[src/rtl/canvas_cmd_pkg.sv]
// Shared constants, command field layout and FSM state type for the canvas
// command decoder.
package canvas_cmd_pkg;

  localparam int FB_COLS_DEF = 512;
  localparam int FB_ROWS_DEF = 256;

  localparam int OP_MSB = 31;
  localparam int OP_LSB = 28;

  localparam logic [3:0] OP_NOP      = 4'h0;
  localparam logic [3:0] OP_SCROLL_X = 4'h1;
  localparam logic [3:0] OP_SCROLL_Y = 4'h2;
  localparam logic [3:0] OP_PALETTE  = 4'h3;
  localparam logic [3:0] OP_CURSOR   = 4'h4;
  localparam logic [3:0] OP_PIXEL    = 4'h5;
  localparam logic [3:0] OP_FILL     = 4'h6;

  localparam int COL_W     = 9;
  localparam int ROW_W     = 8;
  localparam int PIX_W     = 8;
  localparam int CNT_W     = 16;
  localparam int PAL_IDX_W = 8;
  localparam int PAL_COL_W = 12;
  localparam int SX_W      = 10;
  localparam int SY_W      = 9;

  localparam int CUR_COL_LSB = 8;
  localparam int CNT_LSB     = 8;
  localparam int PAL_IDX_LSB = 12;

  typedef enum logic {
    IDLE,
    FILL
  } state_t;

endpackage

[src/rtl/canvas_cursor.sv]
// Write cursor: load with wrap-on-overflow, advance with column/row wrap
// back to (0,0).
module canvas_cursor
  import canvas_cmd_pkg::*;
#(
  parameter int FB_COLS = FB_COLS_DEF,
  parameter int FB_ROWS = FB_ROWS_DEF
) (
  input  logic             i_cmd_clk,
  input  logic             i_rst,
  input  logic             load,
  input  logic [COL_W-1:0] load_col,
  input  logic [ROW_W-1:0] load_row,
  input  logic             advance,
  output logic [COL_W-1:0] col,
  output logic [ROW_W-1:0] row
);

  localparam logic [COL_W:0] COLS = (COL_W + 1)'(FB_COLS);
  localparam logic [ROW_W:0] ROWS = (ROW_W + 1)'(FB_ROWS);

  logic [COL_W:0] ld_col_x;
  logic [ROW_W:0] ld_row_x;
  logic [COL_W:0] col_inc;
  logic [ROW_W:0] row_inc;

  assign ld_col_x = {1'b0, load_col};
  assign ld_row_x = {1'b0, load_row};
  assign col_inc  = {1'b0, col} + 1'b1;
  assign row_inc  = {1'b0, row} + 1'b1;

  always_ff @(posedge i_cmd_clk) begin
    if (i_rst) begin
      col <= '0;
      row <= '0;
    end else if (load) begin
      col <= (ld_col_x >= COLS) ? COL_W'(ld_col_x - COLS) : load_col;
      row <= (ld_row_x >= ROWS) ? ROW_W'(ld_row_x - ROWS) : load_row;
    end else if (advance) begin
      if (col_inc == COLS) begin
        col <= '0;
        row <= (row_inc == ROWS) ? '0 : row_inc[ROW_W-1:0];
      end else begin
        col <= col_inc[COL_W-1:0];
      end
    end
  end

endmodule

[src/rtl/canvas_cmd_decoder.sv]
// Command-word decoder feeding frame-buffer port A, palette and scroll regs.
// Optional sticky illegal-opcode flag: CANVAS_CMD_ILLEGAL_FLAG_EN.
module canvas_cmd_decoder
  import canvas_cmd_pkg::*;
#(
  parameter int FB_COLS = FB_COLS_DEF,
  parameter int FB_ROWS = FB_ROWS_DEF
) (
  input  logic                 i_cmd_clk,
  input  logic                 i_rst,
  input  logic                 i_cmd_valid,
  input  logic [31:0]          i_cmd_data,
  output logic                 o_cmd_ready,
  output logic                 o_fb_we,
  output logic [COL_W-1:0]     o_fb_col,
  output logic [ROW_W-1:0]     o_fb_row,
  output logic [PIX_W-1:0]     o_fb_data,
  output logic                 o_pal_we,
  output logic [PAL_IDX_W-1:0] o_pal_index,
  output logic [PAL_COL_W-1:0] o_pal_color,
  output logic [SX_W-1:0]      o_scroll_x,
  output logic [SY_W-1:0]      o_scroll_y,
  output logic                 o_busy,
  output logic                 o_illegal
);

  state_t           state, state_nxt;
  logic [CNT_W-1:0] fill_cnt;
  logic [PIX_W-1:0] fill_val;
  logic [3:0]       op;
  logic [CNT_W-1:0] cmd_cnt;
  logic             accept;
  logic             wr;
  logic             ld;
  logic             fill_go;
  logic [PIX_W-1:0] wr_data;
  logic [COL_W-1:0] cur_col;
  logic [ROW_W-1:0] cur_row;
  logic             unused_bits;

  assign op          = i_cmd_data[OP_MSB:OP_LSB];
  assign cmd_cnt     = i_cmd_data[CNT_LSB +: CNT_W];
  assign accept      = i_cmd_valid && (state == IDLE);
  assign o_cmd_ready = (state == IDLE);
  assign o_busy      = (state == FILL);
  assign unused_bits = ^i_cmd_data[27:24];

  always_ff @(posedge i_cmd_clk) begin
    if (i_rst) state <= IDLE;
    else       state <= state_nxt;
  end

  always_comb begin
    state_nxt = state;
    wr        = 1'b0;
    ld        = 1'b0;
    fill_go   = 1'b0;
    wr_data   = i_cmd_data[PIX_W-1:0];
    unique case (state)
      IDLE: begin
        if (accept) begin
          case (op)
            OP_PIXEL:  wr = 1'b1;
            OP_CURSOR: ld = 1'b1;
            OP_FILL: begin
              if (cmd_cnt != '0) begin
                fill_go   = 1'b1;
                wr        = 1'b1;
                state_nxt = FILL;
              end
            end
            default: ;
          endcase
        end
      end
      FILL: begin
        wr_data = fill_val;
        if (fill_cnt == '0) state_nxt = IDLE;
        else                wr        = 1'b1;
      end
    endcase
  end

  canvas_cursor #(
    .FB_COLS (FB_COLS),
    .FB_ROWS (FB_ROWS)
  ) u_cursor (
    .i_cmd_clk (i_cmd_clk),
    .i_rst     (i_rst),
    .load      (ld),
    .load_col  (i_cmd_data[CUR_COL_LSB +: COL_W]),
    .load_row  (i_cmd_data[ROW_W-1:0]),
    .advance   (wr),
    .col       (cur_col),
    .row       (cur_row)
  );

  always_ff @(posedge i_cmd_clk) begin
    if (i_rst) begin
      o_fb_we     <= 1'b0;
      o_fb_col    <= '0;
      o_fb_row    <= '0;
      o_fb_data   <= '0;
      o_pal_we    <= 1'b0;
      o_pal_index <= '0;
      o_pal_color <= '0;
      o_scroll_x  <= '0;
      o_scroll_y  <= '0;
      o_illegal   <= 1'b0;
      fill_cnt    <= '0;
      fill_val    <= '0;
    end else begin
      o_fb_we  <= wr;
      o_pal_we <= 1'b0;
      if (wr) begin
        o_fb_col  <= cur_col;
        o_fb_row  <= cur_row;
        o_fb_data <= wr_data;
      end
      // fill_cnt holds writes still owed after the one issued this cycle
      if (fill_go) begin
        fill_cnt <= cmd_cnt - 1'b1;
        fill_val <= i_cmd_data[PIX_W-1:0];
      end else if (state == FILL && fill_cnt != '0) begin
        fill_cnt <= fill_cnt - 1'b1;
      end
      if (accept) begin
        case (op)
          OP_SCROLL_X: o_scroll_x <= i_cmd_data[SX_W-1:0];
          OP_SCROLL_Y: o_scroll_y <= i_cmd_data[SY_W-1:0];
          OP_PALETTE: begin
            o_pal_we    <= 1'b1;
            o_pal_index <= i_cmd_data[PAL_IDX_LSB +: PAL_IDX_W];
            o_pal_color <= i_cmd_data[PAL_COL_W-1:0];
          end
          default: ;
        endcase
`ifdef CANVAS_CMD_ILLEGAL_FLAG_EN
        if (op > OP_FILL)
          o_illegal <= 1'b1;
        else if (op == OP_NOP && i_cmd_data[0])
          o_illegal <= 1'b0;
`endif
      end
    end
  end

endmodule

[config.mk]
export PLATFORM = sky130hd
export DESIGN_NAME = canvas_cmd_decoder
export DESIGN_NICKNAME = d
export VERILOG_FILES = /design/src/rtl/canvas_cmd_pkg.sv /design/src/rtl/canvas_cursor.sv /design/src/rtl/canvas_cmd_decoder.sv
export SDC_FILE = /design/constraint.sdc
export NUM_CORES = 1
export LEC_CHECK = 0
export CORE_ASPECT_RATIO = 0.9
export CORE_MARGIN = 1.5
export CORE_UTILIZATION = 45
export DETAILED_ROUTE_END_ITERATION = 8
export PLACE_DENSITY_LB_ADDON = 0.12
export SETUP_SLACK_MARGIN = 0.2
export SLEW_MARGIN = 20
export SYNTH_ARGS = -nofsm -noshare
export SYNTH_HDL_FRONTEND = slang
export SYNTH_SLANG_ARGS = --single-unit
[constraint.sdc]
create_clock -name i_cmd_clk -period 2.7 [get_ports i_cmd_clk]
set_input_delay 0.27 -clock i_cmd_clk [delete_from_list [all_inputs] [get_ports i_cmd_clk]]
set_output_delay 0.27 -clock i_cmd_clk [all_outputs]
set_load 0.02 [all_outputs]
==> flow_summary.yaml, run 1 <==
run_status:
  status: "finished clean"
sta:
  fin_worst_skew_ps: 11.1
  hold_violations: 0
  setup_viol: 0
  worstMarginPinSlew_ps: 961
  final.min_clock_period_ps: 2410
  fmax_mhz: 415
  min_period_over_period_pct: 89.2
  slew_violations: 0
  timing.hold.ws_ps: 365
  relSlewSlack_pct: 36.0
  grt_setup_unrepaired: "true"
pwr:
  comb_power_share_pct: 12.1
  p_leak_nw: 2.44
  pwr-share-clk_pct: 38.8
  internal-power_w: 0.00244
  p_sw_share_pct: 27.1
  power_switching_w: 0.000911
  ir_drop_mv: 0.357
  seq_power_share_pct: 49.1
  powerDensity_nw_per_um2: 487
logic_synthesis:
  synth_nets: 649
  synth_area_per_cell_um2: 8.26
  yosysSeqAreaShare_pct: 42.8
  ys_types: 61
  netlist_instances: 611
  async_reset_ff_share_pct: 0
  synth_area_um2: 5050
  yosys_warnings: 0
  synth_edf_count: 0
  synthFlopType: "dfxtp_1"
  ys_seq_elements: 108
routing:
  postRouteAntennaNets: 0
  vias: 4904
  routedWlPerCell_um: 16.3
  drc: 0
  drtIter0Drc: 287
  drt_first_pass_iters: 5
  wirelength_mm: 14.5
  via_per_inst: 5.50
setup_path:
  r2r.worst_path.cells: 10
  cp-startpoint: "i_cmd_data[31]"
  cp-endpoint: "fill_cnt[8]"
  r2r_end: "fill_cnt[8]"
  cp_max_fo: 5
  cp.required_ps: 2890
  ff2ff_setup_slack_ps: 310
  critPathKind: "in2reg"
  reg2reg_from: "o_busy"
  critPathLaunchType: "input port"
  cp-end-kind: "register"
  critPathArrivalTime_ps: 2600
floorplanning:
  dieArea_um2: 11900
  initial_core_util_pct: 46.5
  num_rows: 36
  fp.dieW_um: 115
  die_h_um: 103
  core-area_um2: 10900
  pin_count: 104
layout:
  regArea_um2: 2170
  drive_above_1_share_pct: 15.8
  final_cell_mix: "nand2_1, dfxtp_1, clkdlybuf4s50_1, a21oi_1, nor2_1"
  syn_to_final_growth_pct: 36.4
  multi_input_area_um2: 2790
  fill_cells: 917
  final_util_pct: 63.4
  diodes: 0
  nNetsFinal: 772
grt:
  grt_overflow: 0
  grt_pass1_wl_mm: 23.6
  grt.total_usage_pct: 25.3
  grt_pass1_vias: 4731
  grt_antenna_before_repair: 0
  grt_max_degree: 91
cts:
  clkSinkCount: 108
  clk_latency_ps: 350
  cts_buffers: 9
  clock-root-buffer: "clkbuf_16"
  htreeDepth: 3
  cts_tree: "done"
  ctsHoldBuffers: 0
  clk_pin_slew_worst_paths_ps: 80
  clock_path_buffers: 2
placement:
  gp_congestion: 0.928
  place_hpwl_mm: 10.4
  portBuffers: 98
hold_path:
  hold_path_class: "in2reg"
job:
  max-cap-violations: 0
==> area by class of cell <==
cell class,count,area share (%)
flip-flops and latches,108,31.5
inverters,2,0.109
clock inverters,7,0.981
multi-input cells,460,40.5
repair buffers,153,20.9
well taps,152,2.76
clock buffers,9,3.27
==> cell usage after synthesis (all sizes together) (3+ instances only) <==
| master | n | share of area, % |
|---|---|---|
| xor2 | 12 | 2.1 |
| dfxtp | 108 | 43 |
| nor4 | 9 | 1.2 |
| buf | 12 | 1.9 |
| and3 | 6 | 0.74 |
| a211oi | 21 | 3.1 |
| nand2b | 6 | 0.74 |
| o41ai | 3 | 0.52 |
| o211ai | 5 | 0.74 |
| nor3 | 19 | 2.3 |
| ha | 3 | 0.74 |
| or4 | 5 | 0.82 |
| a21oi | 77 | 8.3 |
| xnor2 | 10 | 1.7 |
| nand3 | 24 | 2.4 |
| o21ai | 31 | 3.5 |
| nand2 | 109 | 8.2 |
| clkbuf | 29 | 2.2 |
| o32ai | 3 | 0.52 |
| mux2i | 21 | 4.2 |
| a31oi | 4 | 0.92 |
| nor2 | 56 | 4.2 |
| or3 | 6 | 0.74 |
| a22oi | 5 | 0.94 |
==> logic make-up after synthesis <==
group           Yosys count  synth area share, %
simple gates            254                 23.6
flops                   108                 42.8
other cells               1               0.0743
mux                      22                 4.39
xor+xnor                 22                 3.82
compound gates          158                 20.3
buf+inv                  43                 4.24
fa+ha+maj                 3                0.744
==> state kept, by name, indices dropped and copies added, names as in the netlist <==
signal	count
fill_val	8
o_pal_index	8
o_fb_data	8
u_cursor.row	8
o_fb_row	8
o_pal_we	1
o_pal_color	12
u_cursor.col	9
o_scroll_x	10
o_fb_col	9
o_fb_we	1
o_busy	1
fill_cnt	16
o_scroll_y	9
==> how the worst min path moves through the flow <==
stage	startpoint	endpoint	depth (start not counted)
2_1_floorplan	i_cmd_data[0]	fill_val[0]	2
6_report	i_cmd_data[19]	o_pal_index[7]	4
4_1_cts	o_pal_color[11]	o_pal_color[11]	2
5_1_grt	i_cmd_data[19]	o_pal_index[7]	4
3_5_place_dp	o_pal_color[7]	o_pal_color[7]	2
3_3_place_gp	o_scroll_y[6]	o_scroll_y[6]	2
==> power by group through the flow <==
stage,clock network [W],logic [W],registers [W]
floorplan,0,0.000178,0.00170
global placement,0,0.000385,0.00168
detailed placement,0,0.000392,0.00168
CTS,0.00132,0.000397,0.00165
global route,0.00138,0.000437,0.00165
finish,0.00130,0.000406,0.00165
==> metal layers <==
layer  wire length, um  global-route usage, %
met1              6650                   34.4
met2              6560                   40.6
met3              1200                   7.28
met4                84                   5.10
met5                 0                      0
==> through the flow <==
stage	worst slack, ps	TNS [ps]	instance area, um^2	power, W	std cells
after floorplan	14.1	0	5080	0.00187	611
after global placement	-190	-1010	6450	0.00207	870
after detailed placement	-312	-1640	6450	0.00207	870
after CTS	189	0	6810	0.00336	890
after global routing	161	0	6880	0.00347	891
final	292	0	6880	0.00336	891
==> critical path, stage by stage <==
cell	delay, ps
clkdlybuf4s50_1	420
and4bb_2	360
nand2_2	90
a21oi_4	200
mux2i_1	260
ha_2	260
o211ai_1	120
buf_4	210
nor3_4	180
xnor2_1	140
a211oi_1	90
==> what timing repair did <==
| item | CTS | global route |
|---|---|---|
| gates resized for setup | 13 | 14 |
| setup endpoints to repair | 5 | 37 |
| setup buffers | 4 | 1 |
| hold endpoints to repair | 0 | 0 |
| pin swaps | 8 | 11 |
No activity file was read; power rests on OpenSTA's default activity.
==> inputs of run 2 (changes only) <==
--- a/config.mk
+++ b/config.mk
@@ -9,7 +9,7 @@
 export CORE_MARGIN = 1.5
 export CORE_UTILIZATION = 45
 export DETAILED_ROUTE_END_ITERATION = 8
-export PLACE_DENSITY_LB_ADDON = 0.12
+export PLACE_DENSITY = 0.74
 export SETUP_SLACK_MARGIN = 0.2
 export SLEW_MARGIN = 20
 export SYNTH_ARGS = -nofsm -noshare
==> flow_summary.yaml, run 2 (synthesized netlist as in run 1, its figures left out) <==
run_status:
  status: "finished clean"
setup_path:
  critPathLaunchType: "register"
  cp_max_fo: 5
  cp.required_ps: 2970
  critPathArrivalTime_ps: 2670
  critPathKind: "reg2reg"
  cp-end-kind: "register"
grt:
  grt.total_usage_pct: 24.9
  grt_pass1_vias: 4740
  grt_overflow: 0
  grt_antenna_before_repair: 0
  grt_pass1_wl_mm: 23.2
  grt_max_degree: 71
sta:
  setup_ws_ps: 298
  fin_worst_skew_ps: 8.03
  relSlewSlack_pct: 46.9
  min_period_over_period_pct: 89.0
  timing.hold.ws_ps: 279
  grt_setup_unrepaired: "true"
  worstMarginPinSlew_ps: 796
  final.min_clock_period_ps: 2400
  slew_violations: 0
  fmax_mhz: 416
  setup_viol: 0
  hold_violations: 0
layout:
  reg.largest.list: "fill_cnt (16), o_pal_color (12), o_scroll_x (10)"
  regMostFlops: "fill_cnt"
  regArea_um2: 2170
  nNetsFinal: 776
  syn_to_final_growth_pct: 36.0
  drive_above_1_share_pct: 16.8
  design_area_um2: 6870
  fill_cells: 951
  diodes: 0
  largest_register_ffs: 16
  final_cell_mix: "nand2_1, dfxtp_1, clkdlybuf4s50_1, a21oi_1"
  multi_input_area_um2: 2750
cts:
  ctsHoldBuffers: 0
  htreeDepth: 3
  clkSinkCount: 108
  clock_path_buffers: 2
  cts_tree: "done"
  clock-root-buffer: "clkbuf_16"
  clk_latency_ps: 360
  clk_pin_slew_worst_paths_ps: 80
  cts_buffers: 9
placement:
  portBuffers: 98
  gp_congestion: 0.900
  placed_area_um2: 6470
  place_ws_ps: -491
  place_hpwl_mm: 10.1
floorplanning:
  pin_count: 104
  initial_core_util_pct: 46.5
  num_rows: 36
  fp.dieW_um: 115
  die_h_um: 103
  dieArea_um2: 11900
  core-area_um2: 10900
routing:
  postRouteAntennaNets: 0
  via_per_inst: 5.60
  drt_first_pass_iters: 5
  drc: 0
  vias: 5012
  drtIter0Drc: 316
  routedWlPerCell_um: 16.2
  wirelength_mm: 14.5
pwr:
  powerDensity_nw_per_um2: 497
  total_power_w: 0.00341
  ir_drop_mv: 0.372
  p_leak_nw: 2.45
hold_path:
  hold_path_class: "in2reg"
job:
  max-cap-violations: 0
run 2: changes by cell type in the layout (fill, tap and decap cells not counted), moves of 2 or more:
cell and delta:
buf_4 +3, clkbuf_2 +5, clkinv_4 -2, clkinv_8 +3, dlygate4sd2_1 -2, dlymetal6s2s_1 -3
nor3_1 +3, nor3_4 -3
run 2: worst paths after layout:
kind | from | to | slack (ps) | cells after the start
setup / recovery | o_busy | fill_cnt[2] | 300 | 10
hold / removal | i_cmd_data[18] | o_pal_index[6] | 280 | 4
setup reg to reg | o_busy | fill_cnt[2] | 300 | 10
hold reg to reg | o_scroll_y[5] | o_scroll_y[5] | 460 | 2
run 2: stage by stage:
| step | std cells | setup TNS (ps) | utilization, % |
|---|---|---|---|
| after CTS | 893 | 0 | 62.9 |
| after floorplan | 611 | 0 | - |
| after detailed placement | 873 | -3040 | 59.6 |
| after global placement | 873 | -1700 | 59.6 |
| after global routing | 895 | 0 | 63.2 |
| final | 895 | 0 | 63.2 |
run 2: power by group:
group / switching [W] / internal (W)
logic: 0.000225 / 0.000172
clock network: 0.000697 / 0.000669
registers: 0.0000267 / 0.00162
run 2: critical path, stage by stage, from the launching register on:
cell      delay [ps]
dfxtp_4          340
and4bb_2         330
nand2_4           70
a21oi_4          170
mux2i_2          280
ha_2             240
o211ai_1         210
buf_4            230
buf_6            110
xor2_2           130
a211oi_1         210
run 2: layer usage:
metal  track usage [%]  wire length, um  vias to the layer above  share of wire (%)
met5                 0                0                        -                  0
met4              11.8              366                        0                2.5
met3              5.48             1100                       34                7.6
met2              40.4             6660                      184                 46
met1              32.0             6380                     2380                 44
li1                  -                -                     2414                  -
run 2: layout make-up:
cell class,count,area share [%]
multi-input combinational,460,40.0
sequential,108,31.5
timing repair buffer,157,21.0
clock buffer,9,3.28
tap,152,2.77
clock inverter,7,1.29
inverter,2,0.109
run 2: timing repair:
action,in CTS,in global routing
setup buffers,4,2
resized for setup,13,21
setup endpoints to repair,6,18
pin swaps,9,8
==> inputs of run 3 (changes only) <==
--- a/config.mk
+++ b/config.mk
@@ -6,10 +6,9 @@
 export NUM_CORES = 1
 export LEC_CHECK = 0
 export CORE_ASPECT_RATIO = 0.9
-export CORE_MARGIN = 1.5
 export CORE_UTILIZATION = 45
 export DETAILED_ROUTE_END_ITERATION = 8
-export PLACE_DENSITY = 0.74
+export DONT_BUFFER_PORTS = 1
 export SETUP_SLACK_MARGIN = 0.2
 export SLEW_MARGIN = 20
 export SYNTH_ARGS = -nofsm -noshare
==> flow_summary.yaml, run 3 (synthesized netlist as in run 1, its figures left out) <==
run_status:
  status: "finished clean"
setup_path:
  critPathLaunchType: "register"
  critPathKind: "reg2reg"
  cp.required_ps: 2990
  max_stage_delay_ps: 480
  cp_max_fo: 29
  critPathArrivalTime_ps: 2740
  critPathSlowestCell: "or3b_2"
  cp-end-kind: "register"
  path_cells: "and4bb_2 -> nand2_2 -> a21oi_4 -> buf_4 -> buf_4 -> buf_4 -> nor3_4 -> buf_12 -> or3b_2 -> a31oi_2"
  cp_common_cell: "buf_4"
pwr:
  p_leak_nw: 1.95
  ir_drop_mv: 0.521
  powerDensity_nw_per_um2: 590
cts:
  cts_tree: "done"
  clock_path_buffers: 2
  clk_pin_slew_worst_paths_ps: 70
  clock-root-buffer: "clkbuf_16"
  clk_latency_ps: 360
  clkSinkCount: 108
  htreeDepth: 3
  cts_buffers: 9
layout:
  final_cells: 766
  syn_to_final_growth_pct: 12.8
  drive_above_1_share_pct: 12.7
  largest_register_ffs: 16
  fill_cells: 1050
  final_cell_mix: "nand2_1, dfxtp_1, a21oi_1, nor2_1, nand3_1"
  regArea_um2: 2170
  reg.largest.list: "fill_cnt (16), o_pal_color (12), o_scroll_x (10)"
  nNetsFinal: 647
  multi_input_area_um2: 2730
  final_util_pct: 52.4
  design_area_um2: 5690
  diodes: 0
  regMostFlops: "fill_cnt"
floorplanning:
  dieArea_um2: 11600
  initial_core_util_pct: 46.5
  die_h_um: 102
  num_rows: 36
  fp.dieW_um: 114
  pin_count: 104
  core-area_um2: 10900
job:
  max-cap-violations: 0
grt:
  grt_pass1_vias: 4219
  grt_antenna_before_repair: 0
  grt_max_degree: 99
  grt_pass1_wl_mm: 22.1
  grt_overflow: 0
  grt.total_usage_pct: 24.5
routing:
  wirelength_mm: 13.7
  postRouteAntennaNets: 0
  drc: 0
  routedWlPerCell_um: 17.9
  vias: 4417
  via_per_inst: 5.77
  drtIter0Drc: 327
  drt_first_pass_iters: 4
sta:
  grt_setup_unrepaired: "true"
  fmax_mhz: 408
  fin_worst_skew_ps: 6.04
  setup_ws_ps: 251
  hold_violations: 0
  worstMarginPinSlew_ps: 640
  slew_violations: 0
  relSlewSlack_pct: 57.2
  final.min_clock_period_ps: 2450
  setup_viol: 0
  min_period_over_period_pct: 90.7
  tns_ps: 0
placement:
  place_hpwl_mm: 9.23
  gp_congestion: 0.846
  placed_area_um2: 5210
  portBuffers: 0
  dp_cells: 739
  place_ws_ps: 46.8
hold_path:
  hold_path_class: "in2reg"
-- run 3: cell types whose count changed in the layout (fill, tap and decap cells not counted), sizes merged, moves of 5 or more --
cell           previous run  this run
dlygate4sd3               0         6
buf                      60        22
clkdlybuf4s50            87         0
clkbuf                   14         9
-- run 3: critical path, delay by kind of cell, from the launching register on --
family / cells / cell delay, ps
AO/OA/AOI/OAI: 2 / 420
buffers and inverters: 4 / 620
flip-flops: 1 / 340
AND/OR/NAND/NOR: 4 / 970
-- run 3: final cells by class --
| class | count | share of cell area (%) |
|---|---|---|
| multi-input combinational | 460 | 48.0 |
| sequential | 108 | 38.0 |
| timing repair buffer | 28 | 4.75 |
| clock buffer | 9 | 3.96 |
| tap | 152 | 3.34 |
| clock inverter | 7 | 1.82 |
| inverter | 2 | 0.132 |
-- run 3: repair_timing --
action / in CTS / in global routing
resized for setup: 0 / 7
hold buffers: 7 / 0
hold endpoints to repair: 104 / 0
setup endpoints to repair: 0 / 9
setup buffers: 0 / 4
-- run 3: where the power goes --
group | switching [W] | internal (W) | leakage, nW
Sequential | 0.0000493 | 0.00162 | 0.873
Combinational | 0.000138 | 0.0000921 | 0.912
Clock | 0.000629 | 0.000826 | 0.161
Total | 0.000817 | 0.00254 | 1.95
-- run 3: worst paths after layout --
check	start	endpoint	slack [ps]	cells past startpoint
setup / recovery	o_busy	u_cursor.col[1]	250	10
hold / removal	i_rst	u_cursor.row[7]	30	1
setup reg to reg	o_busy	u_cursor.col[1]	250	10
hold reg to reg	fill_val[6]	fill_val[6]	460	2
-- run 3: per-stage QoR --
stage                     hold slack [ps]  power [W]
after floorplan                       406    0.00187
after CTS                            20.7    0.00337
after detailed placement              345    0.00190
after global placement                347    0.00189
after global routing                 16.4    0.00349
final                                34.0    0.00336
-- run 3: layer usage --
layer  global-route usage, %  vias to the layer above  part of all wire, %
met3                    10.7                       14                  9.5
met2                    37.1                      142                   43
li1                        -                     2157                    -
met4                    7.19                        0                  1.7
met1                    31.4                     2104                   45
met5                       0                        -                    0
